===== config.mk =====
export PLATFORM = sky130hd
export DESIGN_NAME = ce_pwm
export DESIGN_NICKNAME = d
export VERILOG_FILES = /design/src/rtl/ce_pwm.sv
export SDC_FILE = /design/constraint.sdc
export NUM_CORES = 1
export LEC_CHECK = 0
export BUFFER_PORTS_ARGS = -buffer_cell sky130_fd_sc_hd__buf_2
export CAP_MARGIN = 10
export CORE_AREA = 2 2 56 58
export CTS_CLUSTER_SIZE = 20
export DETAILED_ROUTE_END_ITERATION = 6
export DIE_AREA = 0 0 58 60
export GPL_ROUTABILITY_DRIVEN = 0
export PLACE_DENSITY = 0.68
export RECOVER_POWER = 25
export SLEW_MARGIN = 20
export SYNTH_ARGS = -nofsm -noshare
export SYNTH_HDL_FRONTEND = slang
export SYNTH_SLANG_ARGS = --single-unit

===== constraint.sdc =====
create_clock -name CLK -period 1.26 [get_ports CLK]
set_input_delay 0.126 -clock CLK [delete_from_list [all_inputs] [get_ports CLK]]
set_output_delay 0.126 -clock CLK [all_outputs]
set_load 0.03 [all_outputs]

===== src/rtl/ce_pwm.sv =====
// CE-paced PWM with double-buffered duty and period-end strobe; optional dead-time pair via PWM_DEADTIME_EN.
// Latency: PWM_OUT is registered one CLK behind CNT; PERIOD_END pulses the CLK after the wrap edge.
// Backpressure: none; the counter advances only on CE ticks while EN is high.
module ce_pwm #(
    parameter int WIDTH  = 8,
    parameter int PERIOD = 255
`ifdef PWM_DEADTIME_EN
    , parameter int DEAD = 2
`endif
) (
    input  logic             CLK,
    input  logic             RST,
    input  logic             CE,
    input  logic             EN,
    input  logic [WIDTH:0]   DUTY,
    input  logic             LOAD,
    output logic [WIDTH-1:0] CNT,
    output logic             PWM_OUT,
    output logic             PERIOD_END
`ifdef PWM_DEADTIME_EN
    , output logic           PWM_N
`endif
);

    localparam logic [WIDTH-1:0] TERM = WIDTH'(PERIOD);
    localparam logic [WIDTH:0]   FULL = (WIDTH+1)'(PERIOD + 1);

    logic [WIDTH:0] shadow;
    logic [WIDTH:0] active;
    logic [WIDTH:0] next_duty;
    logic [WIDTH:0] eff_duty;
    logic           raw;

    // A LOAD coinciding with a transfer hands the fresh DUTY straight to the new period.
    always_comb begin
        next_duty = LOAD ? DUTY : shadow;
        eff_duty  = (active > FULL) ? FULL : active;
        raw       = ({1'b0, CNT} < eff_duty);
    end

`ifdef PWM_DEADTIME_EN
    localparam logic [WIDTH-1:0] DEAD_TICKS = WIDTH'(DEAD);

    logic             raw_q;
    logic [WIDTH-1:0] dcnt;
    logic [WIDTH-1:0] dcnt_nxt;
    logic             dead_done;

    // Every edge of raw restarts the guard interval; it drains on CE ticks only.
    always_comb begin
        if (raw != raw_q) begin
            dcnt_nxt = DEAD_TICKS;
        end else if (CE && (dcnt != '0)) begin
            dcnt_nxt = dcnt - 1'b1;
        end else begin
            dcnt_nxt = dcnt;
        end
        dead_done = (dcnt_nxt == '0);
    end
`endif

    always_ff @(posedge CLK) begin
        if (RST) begin
            CNT        <= '0;
            shadow     <= '0;
            active     <= '0;
            PWM_OUT    <= 1'b0;
            PERIOD_END <= 1'b0;
`ifdef PWM_DEADTIME_EN
            PWM_N      <= 1'b0;
            raw_q      <= 1'b0;
            dcnt       <= '0;
`endif
        end else begin
            if (LOAD) begin
                shadow <= DUTY;
            end

            if (!EN) begin
                CNT        <= '0;
                active     <= next_duty;
                PERIOD_END <= 1'b0;
            end else if (CE) begin
                if (CNT == TERM) begin
                    CNT        <= '0;
                    active     <= next_duty;
                    PERIOD_END <= 1'b1;
                end else begin
                    CNT        <= CNT + 1'b1;
                    PERIOD_END <= 1'b0;
                end
            end else begin
                PERIOD_END <= 1'b0;
            end

`ifdef PWM_DEADTIME_EN
            raw_q   <= raw;
            dcnt    <= dcnt_nxt;
            PWM_OUT <= EN & raw & dead_done;
            PWM_N   <= EN & ~raw & dead_done;
`else
            PWM_OUT <= EN & raw;
`endif
        end
    end

endmodule

==> metrics list, run 1 <==
- Status: finished, violations left
- Failing checks: setup timing
* Worst max-slew margin expressed relative to the limit: 0.817
* Wirelength, routed: 2760 µm
- The share of synthesized area in the top cell type comes to 0.446.
- Post-route worst hold slack: 0.0689 ns
* Final number of setup-violating endpoints: 10
- Leakage power total: 0.699 nW
- Distinct cell type count after synthesis: 34
* Count of filler cells inserted in the layout: 255
- Most frequent cells in the layout: sky130_fd_sc_hd__buf_2, sky130_fd_sc_hd__dfxtp_1, sky130_fd_sc_hd__nor2_1
- Compared with the post-synthesis result, the final layout area differs by 28.3%.
* Cell family with the largest share of critical-path delay: simple AND/OR/NAND/NOR gates
- Avg Synthesized Cell Area: 10.3 µm²
- The core region is 2900 µm².
- Synth Flop Type: sky130_fd_sc_hd__dfxtp_1
* Count of antenna diodes in the layout: 0
* Detailed placement HPWL: 1920 µm
* Leading cell type in the layout, fill and taps excluded: sky130_fd_sc_hd__buf_2
* Mean number of vias per cell: 5.50
- Source of the critical timing path: active[8]
- Fmax: 0.731 GHz
- Cell taking the most area after synthesis: sky130_fd_sc_hd__dfxtp_1
- Crit path cell chain: nand2b_4 -> ha_1 -> nand4b_1 -> nor3_1 -> nor3_1
- In the final design database the tool counted 175 nets.
- DRT Pass-1 Iters: 4
- Buffers inserted during clock tree synthesis total 3.
* TritonCTS clock tree: yes
* Library cell contributing the largest single delay on the critical path: sky130_fd_sc_hd__dfxtp_4
* Chip Height: 60 µm
- Delay of the slowest critical-path stage: 0.40 ns
- Post-synthesis cell count: 122
- Unrepaired setup endpoints after global routing: yes
* Most prevalent standard cell on the critical path: sky130_fd_sc_hd__nor3_1
* Die Outline Area: 3480 µm²
* Areal power density over the cells: 1060 nW/µm²
- Of the synthesized area, sequential elements account for 0.446.
- In this run the worst path has a maximum fanout of 10.
- CTS H-Tree Depth: 1
- Final Skew: 0.00682 ns
* Share of flip-flops with an asynchronous set or reset: 0
- Cell depth of the worst setup path: 5
- In this run the deepest clock path goes through 2 buffers.
- In the final layout, the share of cells above drive strength 1 is 0.401.
- Residual antenna-violating net count after detailed routing: 0
- Synthesized netlist net count: 144
- Worst setup path endpoint: PWM_OUT
- The total overflow left after global routing is 0.
- Maximum capacitance violations: 0
- Entering global routing, the biggest net connects 17 pins.
- Kind of path behind the tightest hold check: in -> reg
* Total power after layout: 1.71 mW
- Final worst path period share: 1.09
- Yosys attributes the largest share of cell area to sky130_fd_sc_hd__dfxtp_1, sky130_fd_sc_hd__ha_1, sky130_fd_sc_hd__mux2i_1.
* Final critical delay including setup and external delays: 1.37 ns
* Worst Setup Start Kind: flip-flop
- Clock-pin slew was measured on the worst setup and hold paths at 0.15 ns.
* Register-to-Register Setup Slack: -0.11 ns
* Slew @ Worst Pin: 0.275 ns
* Crit path setup slack, layout: -0.107 ns
- Number of warnings printed during yosys synthesis: 0
- For this configuration, the core starts out at a cell density of 0.433.
- Routed via count: 1017
* CP Data Arrival Time: 1.60 ns
- For the worst setup path, the data required time is 1.50 ns.
- Max VDD drop: 0.000723 V
- By startpoint and endpoint, the worst setup path is classified as reg -> reg.
- The first global-routing pass estimated 4280 µm of wire.
* Post-synthesis sequential element count: 28
* Hold violation total from the final report: 0
- Post-synthesis instance area: 1260 µm²
- The initial antenna violation count was 0.
- 24 I/O pins were placed.
- During placement, the flow inserted port buffers numbering 23.
- Clock insertion delay at the later pin of the skew report: 0.33 ns
- Counting cells, the worst reg-to-reg path comes to 5.
- Worst path bufs/invs: 0
- For this block, the initial DRC count from the detailed router was 21.
- Global routing usage summed across all routing layers: 0.161
* Number of enable flip-flop cells after synthesis: 0
- The number of hold buffers added after CTS was 0.
* CTS sink count: 28
- The number of global-route vias before repair came to 940.
* Die Width: 58 µm
* CP Capture Type: flip-flop
- Remaining routing DRC violations: 0
* FF-to-FF End: PWM_OUT
- The floorplan has 20 rows.
- After detailed routing, the average wire length per cell comes to 14.9 µm.
* Final slew viol count: 0
* Library cell used as clock root buffer: sky130_fd_sc_hd__clkbuf_4
- Reg-to-reg startpoint: active[8]
what timing repair did:
| item | 4_1_cts | 5_1_grt |
|---|---|---|
| gates cloned | 1 | 0 |
| setup endpoints to repair | 14 | 14 |
| gates resized for setup | 7 | 5 |
| buffers inserted | 1 | 1 |
| pin swaps | 3 | 5 |
worst register-to-register path, delay by kind of cell, from the launching register on:
family	cells	cell delay, ns
simple gates	4	0.59
flops	1	0.40
fa+ha+maj	1	0.29
registers in the layout, indices dropped and copies added (netlist names):
register / flops
PWM_OUT: 1
PERIOD_END: 1
active: 9
shadow: 9
CNT: 8
report_power, final:
part	internal [mW]	total, mW	switching (mW)
Sequential	0.929	0.959	0.0299
Combinational	0.128	0.242	0.115
Clock	0.243	0.509	0.266
metal layers:
layer,vias to the layer above,part of all wire,global-route usage
met5,-,0,0
li1,512,-,-
met3,10,0.034,0.0238
met1,475,0.44,0.209
met2,20,0.50,0.258
met4,0,0.027,0.0897
kinds of logic after synthesis:
logic type                 share of synthesized area
and+or+nand+nor                                0.190
DFF                                            0.446
AOI/OAI and AO/OA                              0.136
muxes                                         0.0797
buffers and inverters                         0.0398
adders and majority gates                     0.0797
xor gates and xnor gates                      0.0279
metrics by stage:
stage | std cells | util | instance area (µm²) | TNS, ns | worst slack (ns)
after global routing | 185 | 0.555 | 1610 | -0.891 | -0.210
final | 185 | 0.555 | 1610 | -0.276 | -0.107
after global placement | 178 | 0.511 | 1480 | -0.418 | -0.0968
after floorplan | 122 | - | 1330 | -0.0579 | -0.0440
after CTS | 184 | 0.544 | 1580 | -0.130 | -0.0953
after detailed placement | 178 | 0.511 | 1480 | -0.638 | -0.161
synth_stat cells (2+ instances only):
cell type and number:
sky130_fd_sc_hd__nor2_1 12, sky130_fd_sc_hd__nand4_1 3, sky130_fd_sc_hd__clkbuf_1 3, sky130_fd_sc_hd__xnor2_1 2, sky130_fd_sc_hd__a21oi_1 6, sky130_fd_sc_hd__buf_6 2
sky130_fd_sc_hd__ha_1 8, sky130_fd_sc_hd__nand3_1 3, sky130_fd_sc_hd__o22a_1 9, sky130_fd_sc_hd__xor2_1 2, sky130_fd_sc_hd__dfxtp_1 28, sky130_fd_sc_hd__nand2b_1 9
sky130_fd_sc_hd__nor3_1 5, sky130_fd_sc_hd__mux2i_1 10
layout make-up:
type,instances,area [µm²],share of cell area
clock buffers,4,47.5,0.0295
flip-flops and latches,28,578,0.359
repair buffers,32,190,0.118
multi-input cells,87,751,0.466
inverters,1,3.75,0.00233
well taps,33,41.3,0.0256
worst min-delay path by stage:
stage,cells past startpoint,to,from
finish,3,shadow[4],DUTY[4]
global route,3,shadow[4],DUTY[4]
CTS,3,shadow[4],DUTY[4]
detailed placement,3,shadow[4],DUTY[4]
global placement,3,shadow[4],DUTY[4]
floorplan,1,shadow[8],RST
(Power assumes the default switching activity.)
==> run 2: changes to the inputs <==
--- a/config.mk
+++ b/config.mk
@@ -7,12 +7,12 @@
 export LEC_CHECK = 0
 export BUFFER_PORTS_ARGS = -buffer_cell sky130_fd_sc_hd__buf_2
 export CAP_MARGIN = 10
-export CORE_AREA = 2 2 56 58
+export CORE_AREA = 2 2 45 68
 export CTS_CLUSTER_SIZE = 20
 export DETAILED_ROUTE_END_ITERATION = 6
-export DIE_AREA = 0 0 58 60
+export DIE_AREA = 0 0 47 70
 export GPL_ROUTABILITY_DRIVEN = 0
-export PLACE_DENSITY = 0.68
+export PLACE_DENSITY = 0.71
 export RECOVER_POWER = 25
 export SLEW_MARGIN = 20
 export SYNTH_ARGS = -nofsm -noshare
==> metrics list, run 2 (synthesized netlist as in run 1, its figures left out) <==
* Status: finished, violations left (unchanged)
- Failing checks: setup timing (unchanged).
* Share of total power in the clock network: 0.338 (was 0.297)
- Detailed placement HPWL: 2160 µm (was 1920 µm)
- Most frequent cells in the layout: sky130_fd_sc_hd__buf_2, sky130_fd_sc_hd__dfxtp_1, sky130_fd_sc_hd__nor2_1 (unchanged).
- The library cell appearing most often on the critical path is sky130_fd_sc_hd__nor3_1 (unchanged).
- Remaining routing DRC violations: 0 (unchanged)
* Beginning of the worst hold path: DUTY[4] (unchanged)
* CP Data Arrival Time: 1.50 ns (was 1.60 ns)
- The share of the core filled with cells in the final layout is 0.608 (was 0.555).
* Worst max-slew margin expressed relative to the limit: 0.817 (about the same)
- Crit path cell chain: nand2b_1 -> ha_1 -> o2111ai_1 -> nor3_1 -> nor3_1 (was nand2b_4 -> ha_1 -> nand4b_1 -> nor3_1 -> nor3_1)
* Final worst path period share: 1.06 (was 1.09)
- Pin count of the biggest net entering global routing: 17 (unchanged)
- Mean number of vias per cell: 5.46 (was 5.50)
* Placeable core area: 2760 µm² (was 2900 µm²)
- FF-to-FF End: PWM_OUT (unchanged)
- The share of post-route cells with drive strength above 1 is 0.431 (was 0.401).
- The total grt overflow was 0 (unchanged).
* Worst-path maximum fanout: 10 (unchanged)
- The clock latency of the later-clocked register in the worst-skew pair is 0.27 ns (was 0.33 ns).
- The total via count in the routed design is 1049 (was 1017).
* Kind of path behind the tightest hold check: in -> reg (unchanged)
- Final number of setup-violating endpoints: 1 (was 10)
- Hold violation total from the final report: 0 (unchanged)
- The width of the chip was 47 µm (was 58 µm).
- Final critical delay including setup and external delays: 1.33 ns (was 1.37 ns)
* CTS sink count: 28 (unchanged)
- Worst Setup Start Kind: flip-flop (unchanged)
- Residual antenna-violating net count after detailed routing: 0 (unchanged)
- Share of power burned in combinational logic: 0.140 (was 0.142)
- WP data required: 1.43 ns (was 1.50 ns)
- Final routed wire length divided by cell count: 16.2 µm (was 14.9 µm)
- The power per cell area was 1100 nW/µm² (was 1060 nW/µm²).
- The post-route clock skew is 0.00101 ns (was 0.00682 ns).
- Count of filler cells inserted in the layout: 258 (was 255)
- Slew @ Worst Pin: 0.274 ns (was 0.275 ns)
- The total clock buffers created by CTS was 3 (unchanged).
- Cell family with the largest share of critical-path delay: simple AND/OR/NAND/NOR gates (unchanged)
- The worst hold endpoint is shadow[4] (unchanged).
* Cell internal pwr: 1.41 mW (was 1.30 mW)
- Count of antenna diodes in the layout: 0 (unchanged)
- The area added between synthesis and finish is 33.7% (was 28.3%).
- Clock tree buffer depth: 2 (unchanged)
* Leakage power total: 0.723 nW (was 0.699 nW)
- The number of global-route vias before repair was 1100 (was 940).
- Wire length of the first global-routing pass: 4980 µm (was 4280 µm)
- Top-level port count: 24 (unchanged)
- The critical path endpoint category was a flip-flop (unchanged).
* Clock slew at the register clock pins of the worst setup and hold paths: 0.09 ns (was 0.15 ns)
- The die span in y is 70 µm (was 60 µm).
* Sequential group share of total power: 0.522 (was 0.561)
- The worst setup margin came to -0.0733 ns (was -0.107 ns).
* Library cell contributing the largest single delay on the critical path: sky130_fd_sc_hd__dfxtp_4 (unchanged)
* Fmax: 0.750 GHz (was 0.731 GHz)
- Delay of the slowest critical-path stage: 0.39 ns (was 0.40 ns)
- Hold path cells: 3 (unchanged)
* Worst path bufs/invs: 0 (unchanged)
- The effective utilization at floorplan came to 0.455 (was 0.433).
- Final slew viol count: 0 (unchanged)
* TritonCTS clock tree: yes (unchanged)
- Wirelength, routed: 3110 µm (was 2760 µm)
- Die Outline Area: 3290 µm² (was 3480 µm²)
- The number of violations of the max-capacitance limit is 0 (unchanged).
- Net load switching power: 436 µW (was 410 µW)
- The final net count is 176 (was 175).
- Number of design-rule violations left by the first detailed-router iteration: 25 (was 21)
* DRT Pass-1 Iters: 4 (unchanged)
- The master cell of the clock root buffer was sky130_fd_sc_hd__clkbuf_8 (was sky130_fd_sc_hd__clkbuf_4).
- Biggest registers after layout: active (9), shadow (9), CNT (8) (unchanged).
- The post-placement cell count came to 182 (was 178).
- The maximum vdd drop is 0.000984 V (was 0.000723 V).
- The critical register-to-register path startpoint is active[8] (unchanged).
- The internal reg-to-reg setup slack is -0.07 ns (was -0.11 ns).
- The overall routing resource usage was 0.212 (was 0.161).
- The start-to-end type of the worst setup path is reg -> reg (unchanged).
- The number of standard cells in the layout, taps in and fillers out was 192 (was 185).
- Switching power as a share of total power: 0.236 (was 0.240)
* Post-place instance area: 1480 µm² (about the same)
- The most common library cell in the layout ignoring fill and taps is sky130_fd_sc_hd__buf_2 (unchanged).
- Antenna violations before repair: 0 (unchanged)
* Final cell area excluding filler cells: 1680 µm² (was 1610 µm²)
* IO Port Bufs: 23 (unchanged)
- The number of rows in the core area is 24 (was 20).
- CTS H-Tree Depth: 1 (unchanged)
- Worst reg-to-reg path cell count: 5 (unchanged)
* Total power after layout: 1.85 mW (was 1.71 mW)
- Unrepaired setup endpoints after global routing: yes (unchanged)
run 2: cell count changes in the layout (fill, tap and decap cells not counted), sizes merged:
cell,previous run,this run
buf,32,33
run 2: how the worst max path moves through the flow:
| stage | from | end | slack (ns) | cells past startpoint |
|---|---|---|---|---|
| 2_1_floorplan | active[8] | PWM_OUT | -0.04 | 6 |
| 3_3_place_gp | active[8] | PWM_OUT | -0.08 | 5 |
| 3_5_place_dp | active[8] | PWM_OUT | -0.22 | 5 |
| 4_1_cts | active[8] | PWM_OUT | -0.10 | 5 |
| 5_1_grt | active[8] | PWM_OUT | -0.12 | 5 |
| 6_report | active[8] | PWM_OUT | -0.07 | 5 |
run 2: metal layers:
| layer | vias up | wire [µm] | GRT usage |
|---|---|---|---|
| met5 | - | 0 | 0 |
| met1 | 495 | 1230 | 0.235 |
| met3 | 7 | 137 | 0.0258 |
| li1 | 513 | - | - |
| met2 | 34 | 1660 | 0.370 |
| met4 | 0 | 82 | 0.102 |
run 2: worst register-to-register path: stages (launching register included):
cell                        delay (ns)
sky130_fd_sc_hd__dfxtp_4          0.39
sky130_fd_sc_hd__nand2b_1         0.15
sky130_fd_sc_hd__ha_1             0.30
sky130_fd_sc_hd__o2111ai_1        0.11
sky130_fd_sc_hd__nor3_1           0.20
sky130_fd_sc_hd__nor3_1           0.07
run 2: power groups by stage:
stage                     sequential, mW  combinational [mW]  clock (mW)
after detailed placement           0.980               0.221           0
after global placement             0.977               0.206           0
final                              0.965               0.258       0.624
after floorplan                    0.979               0.155           0
after CTS                          0.959               0.239       0.641
after global routing               0.971               0.281       0.665
run 2: repair_timing:
item                                    4_1_cts  5_1_grt
cloned                                        2        0
pin swaps                                     4        7
endpoints found under the setup margin       13       12
hold buffers                                  0        0
gates resized for setup                       7       14
setup buffers                                 4        1
run 2: area by class of cell:
class | count | area, µm² | area share
Clock buffer | 4 | 66.3 | 0.0395
Inverter | 1 | 3.75 | 0.00224
Tap cell | 39 | 48.8 | 0.0291
Timing Repair Buffer | 33 | 198 | 0.118
Multi-Input combinational cell | 87 | 785 | 0.467
Sequential cell | 28 | 578 | 0.344
run 2: metrics by stage:
stage | setup slack [ns] | setup TNS [ns] | hold WS, ns
after floorplan | -0.0440 | -0.0579 | 0.210
after global placement | -0.0769 | -0.0845 | 0.412
after detailed placement | -0.218 | -0.388 | 0.420
after CTS | -0.105 | -0.274 | 0.132
after global routing | -0.117 | -0.253 | 0.169
final | -0.0733 | -0.0733 | 0.131
